`src/rtl/vdu_timing_pkg.sv`:
```
// Default 640x480@60 raster constants and helpers shared by the timing generator
// and the pixel/scope renderer.
package vdu_timing_pkg;

    localparam int H_ACTIVE = 640;
    localparam int H_FP     = 16;
    localparam int H_SYNC   = 96;
    localparam int H_BP     = 48;
    localparam int H_TOTAL  = H_ACTIVE + H_FP + H_SYNC + H_BP;

    localparam int V_ACTIVE = 480;
    localparam int V_FP     = 10;
    localparam int V_SYNC   = 2;
    localparam int V_BP     = 33;
    localparam int V_TOTAL  = V_ACTIVE + V_FP + V_SYNC + V_BP;

    // Sync windows start right after the front porch; renderer uses the same bounds.
    localparam int HS_START = H_ACTIVE + H_FP;
    localparam int VS_START = V_ACTIVE + V_FP;

    typedef struct packed {
        logic hsync;
        logic vsync;
        logic video_on;
        logic line_start;
        logic frame_start;
    } vdu_ctl_t;

    function automatic logic in_window(input int val, input int lo, input int len);
        return (val >= lo) && (val < lo + len);
    endfunction

endpackage

```
`src/rtl/vdu_axis_counter.sv`:
```
// Wrapping raster axis counter: counts 0..MAX on enable, resets to MAX so the
// first enable lands on 0. Exposes the next value for same-edge decodes.
module vdu_axis_counter #(
    parameter int MAX = 799,
    parameter int W   = 10
) (
    input  logic         clk,
    input  logic         rst_n,
    input  logic         i_en,
    output logic [W-1:0] o_count,
    output logic [W-1:0] o_next,
    output logic         o_wrap
);

    logic [W-1:0] r_count;
    logic [W-1:0] w_next;
    logic         w_wrap;

    assign w_wrap = (r_count == W'(MAX));

    always_comb begin
        w_next = r_count;
        if (i_en) begin
            w_next = w_wrap ? '0 : r_count + W'(1);
        end
    end

    always_ff @(posedge clk or negedge rst_n) begin
        if (!rst_n) begin
            r_count <= W'(MAX);
        end else begin
            r_count <= w_next;
        end
    end

    assign o_count = r_count;
    assign o_next  = w_next;
    assign o_wrap  = w_wrap;

endmodule

```
`src/rtl/vdu_timing_gen.sv`:
```
// Raster timing generator: advances h/v counters on each pix_en pulse and produces
// registered sync, blanking and line/frame strobes aligned with the counters.
module vdu_timing_gen #(
    parameter int   H_ACTIVE = vdu_timing_pkg::H_ACTIVE,
    parameter int   H_FP     = vdu_timing_pkg::H_FP,
    parameter int   H_SYNC   = vdu_timing_pkg::H_SYNC,
    parameter int   H_BP     = vdu_timing_pkg::H_BP,
    parameter int   V_ACTIVE = vdu_timing_pkg::V_ACTIVE,
    parameter int   V_FP     = vdu_timing_pkg::V_FP,
    parameter int   V_SYNC   = vdu_timing_pkg::V_SYNC,
    parameter int   V_BP     = vdu_timing_pkg::V_BP,
    parameter logic HS_POL   = 1'b0,
    parameter logic VS_POL   = 1'b0,
    parameter int   HW       = 10,
    parameter int   VW       = 10
) (
    input  logic          sysclk,
    input  logic          rst_n,
    input  logic          pix_en,
    output logic [HW-1:0] hcount,
    output logic [VW-1:0] vcount,
    output logic          hsync,
    output logic          vsync,
    output logic          video_on,
    output logic          line_start,
    output logic          frame_start
);

    import vdu_timing_pkg::vdu_ctl_t;
    import vdu_timing_pkg::in_window;

    localparam int H_TOTAL = H_ACTIVE + H_FP + H_SYNC + H_BP;
    localparam int V_TOTAL = V_ACTIVE + V_FP + V_SYNC + V_BP;

    logic          w_h_wrap;
    logic          w_v_wrap;
    logic          w_v_en;
    logic [HW-1:0] w_h_next;
    logic [VW-1:0] w_v_next;
    vdu_ctl_t      w_ctl_next;
    vdu_ctl_t      r_ctl;

    assign w_v_en = pix_en & w_h_wrap;

    vdu_axis_counter #(.MAX(H_TOTAL - 1), .W(HW)) u_h_counter (
        .clk     (sysclk),
        .rst_n   (rst_n),
        .i_en    (pix_en),
        .o_count (hcount),
        .o_next  (w_h_next),
        .o_wrap  (w_h_wrap)
    );

    vdu_axis_counter #(.MAX(V_TOTAL - 1), .W(VW)) u_v_counter (
        .clk     (sysclk),
        .rst_n   (rst_n),
        .i_en    (w_v_en),
        .o_count (vcount),
        .o_next  (w_v_next),
        .o_wrap  (w_v_wrap)
    );

    // Decode from the next counter values so the registered flags line up with hcount/vcount.
    always_comb begin
        w_ctl_next             = r_ctl;
        w_ctl_next.line_start  = 1'b0;
        w_ctl_next.frame_start = 1'b0;
        if (pix_en) begin
            w_ctl_next.hsync       = in_window(32'(w_h_next), H_ACTIVE + H_FP, H_SYNC) ? HS_POL : ~HS_POL;
            w_ctl_next.vsync       = in_window(32'(w_v_next), V_ACTIVE + V_FP, V_SYNC) ? VS_POL : ~VS_POL;
            w_ctl_next.video_on    = (32'(w_h_next) < H_ACTIVE) && (32'(w_v_next) < V_ACTIVE);
            w_ctl_next.line_start  = w_h_wrap;
            w_ctl_next.frame_start = w_h_wrap & w_v_wrap;
        end
    end

    always_ff @(posedge sysclk or negedge rst_n) begin
        if (!rst_n) begin
            r_ctl.hsync       <= ~HS_POL;
            r_ctl.vsync       <= ~VS_POL;
            r_ctl.video_on    <= 1'b0;
            r_ctl.line_start  <= 1'b0;
            r_ctl.frame_start <= 1'b0;
        end else begin
            r_ctl <= w_ctl_next;
        end
    end

    assign hsync       = r_ctl.hsync;
    assign vsync       = r_ctl.vsync;
    assign video_on    = r_ctl.video_on;
    assign line_start  = r_ctl.line_start;
    assign frame_start = r_ctl.frame_start;

endmodule

```
`config.mk`:
```
export PLATFORM = sky130hd
export DESIGN_NAME = vdu_timing_gen
export DESIGN_NICKNAME = d
export VERILOG_FILES = /design/src/rtl/vdu_timing_pkg.sv /design/src/rtl/vdu_axis_counter.sv /design/src/rtl/vdu_timing_gen.sv
export SDC_FILE = /design/constraint.sdc
export NUM_CORES = 1
export LEC_CHECK = 0
export ABC_AREA = 1
export CAP_MARGIN = 20
export CORE_MARGIN = 2
export CORE_UTILIZATION = 51
export DETAILED_ROUTE_END_ITERATION = 7
export PLACE_DENSITY = 0.78
export SYNTH_ARGS = -nofsm -noshare
export SYNTH_HDL_FRONTEND = slang
export SYNTH_HIERARCHICAL = 1
export SYNTH_SLANG_ARGS = --single-unit
```
`constraint.sdc`:
```
create_clock -name sysclk -period 2.89 [get_ports sysclk]
set_input_delay 0.289 -clock sysclk [delete_from_list [all_inputs] [get_ports sysclk]]
set_output_delay 0.289 -clock sysclk [all_outputs]
set_load 0.02 [all_outputs]
```
==> reports/metrics.yaml, run 1 <==
status:
  status: "complete, no violations"
route:
  drt_first_pass_iters: 4
  wire_per_inst_um: 11.0
  wl_um: 2860
  vias: 1272
  drt_iter0_markers: 37
  antenna_left: 0
  drc: 0
  via_per_inst: 4.87
clock_network:
  cts_sinks: 25
  clockBufferDepth: 2
  clkSlewWorstSetupHoldPaths_ns: 0.14
  cts_setup_buffers: 0
  cts_root_buf: "clkbuf_4"
  htreeDepth: 1
  clk_latency_ns: 0.32
  cts_tree: "done"
  numCtsBuffers: 3
  holdBufCountCts: 0
  cts_resized: 0
critical_path:
  worstPathMaxFanout: 9
  end_kind: "flip-flop"
  required_ns: 3.16
  r2r_slack_ns: 0.33
  arrival_ns: 2.84
  path_class: "flip-flop to flip-flop"
  critPathLaunchType: "flip-flop"
flow_run:
  max_cap_viol_count: 0
synthesis:
  synth_common_cells: "47 x nand2_1, 40 x inv_1, 29 x nor2_1, 16 x nand3_1, 13 x dfrtp_1"
  synthFlopType: "dfrtp_1"
  syn_nets: 205
  yosysTopAreaCell: "dfrtp_1"
  ys_async_sr_fraction_pct: 100
  yosys.area.top_type_share_pct: 21.9
  yosys_warnings: 6
  ys_seq_area_share_pct: 43.2
  syn-cell-area_um2: 1480
  synth_edf_count: 0
  synthCells: 199
  yosysMostFrequentCell: "nand2_1"
  yosys-top-cells-area: "dfrtp_1 22%, dfstp_2 21%, nand2_1 12%, inv_1 10%, nor2_1 7.3%"
  yosysUniqueCellTypes: 23
  synth-seq-cells: 25
  syn_area_per_cell_um2: 7.45
timing:
  fin_crit_ns: 2.56
  period_share_pct: 88.7
  clock.fmax_mhz: 390
  layout_setup_ws_ns: 0.327
  grt_setup_unrepaired: "false"
  final-setup-viol-count: 0
  slew_viol_final: 0
  fin_skew_ns: 0.00945
  max_slew_margin_pct: 40.3
  hold_viol: 0
  tightest_slew_ns: 0.893
  finalSetupTns_ns: 0
floorplan:
  coreArea_um2: 2760
  pin_count: 28
  die_area_um2: 3350
  initial_core_util_pct: 53.8
  core.rowCount: 19
  die_y_um: 57.9
  fp.dieW_um: 57.9
cells_and_area:
  fin_util_pct: 65.8
  area_growth_pct: 22.4
  antenna_cells: 0
  drive_gt1_share_pct: 15.2
  fin_area_um2: 1810
  fin_nets: 237
place:
  numPortBuffers: 27
  dp_slack_ns: 0.386
  placed_area_um2: 1780
  hpwl_um: 2240
  gp_congestion: 0.860
global_route:
  grt_max_degree: 21
  track_usage_pct: 19.1
  antenna_found_initial: 0
  grt_pass1_wl_um: 4910
  grt_pass1_vias: 1102
  overflow: 0
power_and_ir_drop:
  ir_drop_uv: 704
  power_density_nw_per_um2: 517
  leakagePower_uw: 0.000940
worst_hold_path:
  holdCritPathClass: "primary input to async pin"
## layer usage
metal	global-route usage (%)	vias to the layer above	part of all wire [%]
li1	-	653	-
met1	27.1	583	50
met2	29.9	31	44
met3	4.02	5	4.6
met4	4.98	0	0.94
met5	0	-	0
## metrics by stage
step / std cells / power, µW / hold slack, ns
2_1_floorplan: 199 / 659 / -0.00659
3_3_place_gp: 257 / 784 / 0.483
3_5_place_dp: 257 / 787 / 0.488
4_1_cts: 261 / 946 / 0.459
5_1_grt: 261 / 999 / 0.481
6_report: 261 / 937 / 0.452
## layout by cell type (no fill, tap or decap)
cell	synthesis	final
xor2_1	8	8
nand2_1	47	47
inv_2	3	3
nor2_1	29	29
xnor2_1	1	1
nor2_2	2	2
a21oi_1	1	1
dfrtp_1	13	13
nor2_4	3	3
nand3_1	16	16
inv_1	40	40
nand4_2	1	1
clkbuf_4	0	3
buf_4	1	3
nand2_2	6	6
dfstp_2	12	12
clkdlybuf4s50_1	0	27
o21ai_0	2	2
or2_1	1	1
o21bai_1	1	1
nand3_2	1	1
o21ai_1	3	3
nand4_1	3	3
ha_1	3	3
clkinvlp_4	0	1
## kinds of logic after synthesis
kind of cell / count (synthesis) / share of synthesized area [%]
flip-flops: 25 / 43.2
XOR/XNOR: 9 / 5.32
buffers and inverters: 46 / 12.9
adder cells (fa/ha/maj): 3 / 2.53
AO/OA/AOI/OAI: 7 / 2.53
AND/OR/NAND/NOR: 109 / 33.5
## state kept, by name (all words and copies together), names as in the netlist
signal               cells
u_h_counter/o_count     10
frame_start              1
line_start               1
video_on                 1
vsync                    1
hsync                    1
u_v_counter/o_count     10
## critical path, stage by stage (launching register included)
cell	delay (ns)
dfstp_2	0.58
ha_1	0.23
inv_1	0.06
nor2_1	0.15
nand3_1	0.14
inv_1	0.09
nand2_1	0.06
inv_1	0.23
nand2_2	0.11
nor2_4	0.13
nand3_1	0.11
nand2_1	0.07
nand2_1	0.06
nor2_2	0.17
inv_1	0.06
nand2_1	0.07
inv_1	0.04
nand2_1	0.05
nor2_1	0.04
nor2_1	0.08
## where the power goes
| group | internal [µW] | switching, µW | total [µW] | leakage (µW) |
|---|---|---|---|---|
| Sequential | 422 | 55.4 | 477 | 0.000286 |
| Combinational | 134 | 169 | 303 | 0.000640 |
| Clock | 52.9 | 104 | 157 | 0.0000139 |
| Total | 608 | 329 | 937 | 0.000940 |
## worst paths after layout
kind                                             start                      to  cells past startpoint
max in group asynchronous                        rst_n  u_h_counter/o_count[8]                      2
min in group sysclk                              vsync                   vsync                      2
worst max register to register  u_h_counter/o_count[0]                   vsync                     19
worst max-delay path            u_h_counter/o_count[0]                   vsync                     19
worst min-delay path                             rst_n  u_h_counter/o_count[7]                      1
worst min register to register                   vsync                   vsync                      2
## area by class of cell
type | instances | area [µm²]
repair buffers | 30 | 293
multi-input cells | 128 | 651
inverters | 43 | 161
fillers | 254 | 943
clock buffers | 3 | 22.5
clock inverters | 1 | 7.51
flip-flops and latches | 25 | 641
well taps | 31 | 38.8
Power figures use the tool's default switching activity.
==> inputs of run 2 (changes only) <==
--- a/config.mk
+++ b/config.mk
@@ -7,7 +7,6 @@
 export LEC_CHECK = 0
 export ABC_AREA = 1
 export CAP_MARGIN = 20
-export CORE_MARGIN = 2
 export CORE_UTILIZATION = 51
 export DETAILED_ROUTE_END_ITERATION = 7
 export PLACE_DENSITY = 0.78
==> run 2 against run 1 <==
Setup slack improved by 0.050 ns. Core utilization down 0.091 points. Power decreased by 1.1%. Hold slack better by 0.00094 ns. First-iteration DRC count fell by 35%. Count of clock-buffer cells in the layout unchanged. Critical path depth stayed put. Global-route usage grew 1.4 points. Sequential cell count stayed put. Die area is 6.8% lower. Critical endpoint unchanged.
==> reports/metrics.yaml, run 2 (same netlist as run 1, synthesis figures left out) <==
status:
  status: "complete, no violations"
timing:
  fin_skew_ns: 0.00119
  clock.fmax_mhz: 398
  grt_setup_unrepaired: "false"
  finalSetupTns_ns: 0
  tightest_slew_ns: 0.860
  whs_ns: 0.453
  period_share_pct: 87.0
  hold_viol: 0
  slew_viol_final: 0
  max_slew_margin_pct: 42.5
  fin_crit_ns: 2.51
  final-setup-viol-count: 0
place:
  hpwl_um: 2220
  numPortBuffers: 27
  gp_congestion: 0.852
global_route:
  antenna_found_initial: 0
  grt_max_degree: 21
  track_usage_pct: 20.5
  grt_pass1_vias: 1193
  overflow: 0
  grt_pass1_wl_um: 5060
floorplan:
  core.rowCount: 19
  coreArea_um2: 2760
  die_y_um: 55.9
  initial_core_util_pct: 53.8
  pin_count: 28
  die_area_um2: 3130
  fp.dieW_um: 55.9
clock_network:
  cts_sinks: 25
  numCtsBuffers: 3
  cts_root_buf: "clkbuf_4"
  htreeDepth: 1
  cts_resized: 0
  clk_latency_ns: 0.31
  holdBufCountCts: 0
  cts_tree: "done"
  cts_setup_buffers: 0
  clockBufferDepth: 2
  clkSlewWorstSetupHoldPaths_ns: 0.12
route:
  via_per_inst: 4.82
  drt_first_pass_iters: 4
  wl_um: 2830
  drc: 0
  antenna_left: 0
  drt_iter0_markers: 24
  vias: 1258
  wire_per_inst_um: 10.8
cells_and_area:
  antenna_cells: 0
  area_growth_pct: 22.2
  fin_nets: 237
  most-common-layout-cells: "47 x nand2_1, 40 x inv_1, 29 x nor2_1, 27 x clkdlybuf4s50_1, 16 x nand3_1"
  drive_gt1_share_pct: 15.2
  layout.cells.most_common: "nand2_1"
power_and_ir_drop:
  internal_power_uw: 608
  netSwitchingFraction_pct: 34.4
  ir_drop_uv: 712
  leakagePower_uw: 0.000943
  p_seq_share_pct: 51.1
  switching_power_uw: 319
  power.share.combinational_pct: 32.8
  power_density_nw_per_um2: 511
  pwr-share-clk_pct: 16.1
critical_path:
  worstPathMaxFanout: 9
  worstReg2RegStart: "u_h_counter/o_count[0]"
  crit_start: "u_h_counter/o_count[0]"
  required_ns: 3.15
  critPathLaunchType: "flip-flop"
  end_kind: "flip-flop"
  path_class: "flip-flop to flip-flop"
  arrival_ns: 2.77
flow_run:
  max_cap_viol_count: 0
worst_hold_path:
  holdCritPathClass: "primary input to async pin"
-- run 2: per-stage QoR --
stage / power, µW / setup slack [ns] / std cells / util, % / area (µm²)
floorplan: 659 / 0.601 / 199 / - / 1480
global placement: 783 / 0.522 / 257 / 64.7 / 1780
detailed placement: 785 / 0.404 / 257 / 64.7 / 1780
CTS: 935 / 0.378 / 261 / 65.7 / 1810
global route: 991 / 0.118 / 261 / 65.7 / 1810
finish: 927 / 0.376 / 261 / 65.7 / 1810
-- run 2: routing by layer --
metal | share of wire (%) | global-route usage, %
met2 | 45 | 32.5
met3 | 4.7 | 5.58
met4 | 0.85 | 4.53
met1 | 50 | 28.3
met5 | 0 | 0
-- run 2: critical path, stage by stage, from the launching register on --
cell     delay [ns]
dfstp_2        0.58
ha_1           0.22
inv_1          0.05
nor2_1         0.15
nand3_1        0.12
inv_1          0.07
nand2_1        0.06
inv_1          0.23
nand2_2        0.11
nor2_4         0.12
nand3_1        0.11
nand2_1        0.07
nand2_1        0.05
nor2_2         0.17
inv_1          0.06
nand2_1        0.07
inv_1          0.04
nand2_1        0.05
nor2_1         0.04
nor2_1         0.09
-- run 2: area by class of cell --
class | count | area, µm²
Fill cell | 257 | 946
Multi-Input combinational cell | 128 | 651
Sequential cell | 25 | 641
Timing Repair Buffer | 30 | 293
Inverter | 43 | 161
Tap cell | 31 | 38.8
Clock buffer | 3 | 22.5
Clock inverter | 1 | 5.00
-- run 2: worst paths after layout --
path	end	slack [ns]	depth (start not counted)
setup / recovery	vsync	0.38	19
hold / removal	u_h_counter/o_count[6]	0.45	1
setup reg to reg	vsync	0.38	19
hold reg to reg	vsync	0.51	2
max in group asynchronous	hsync	1.76	2
min in group sysclk	vsync	0.51	2
-- run 2: power by group through the flow --
stage	Combinational, µW	Sequential, µW	Clock [µW]
after global placement	304	479	0
after floorplan	129	531	0
after global routing	334	486	171
after detailed placement	303	482	0
after CTS	304	475	156
final	304	474	149
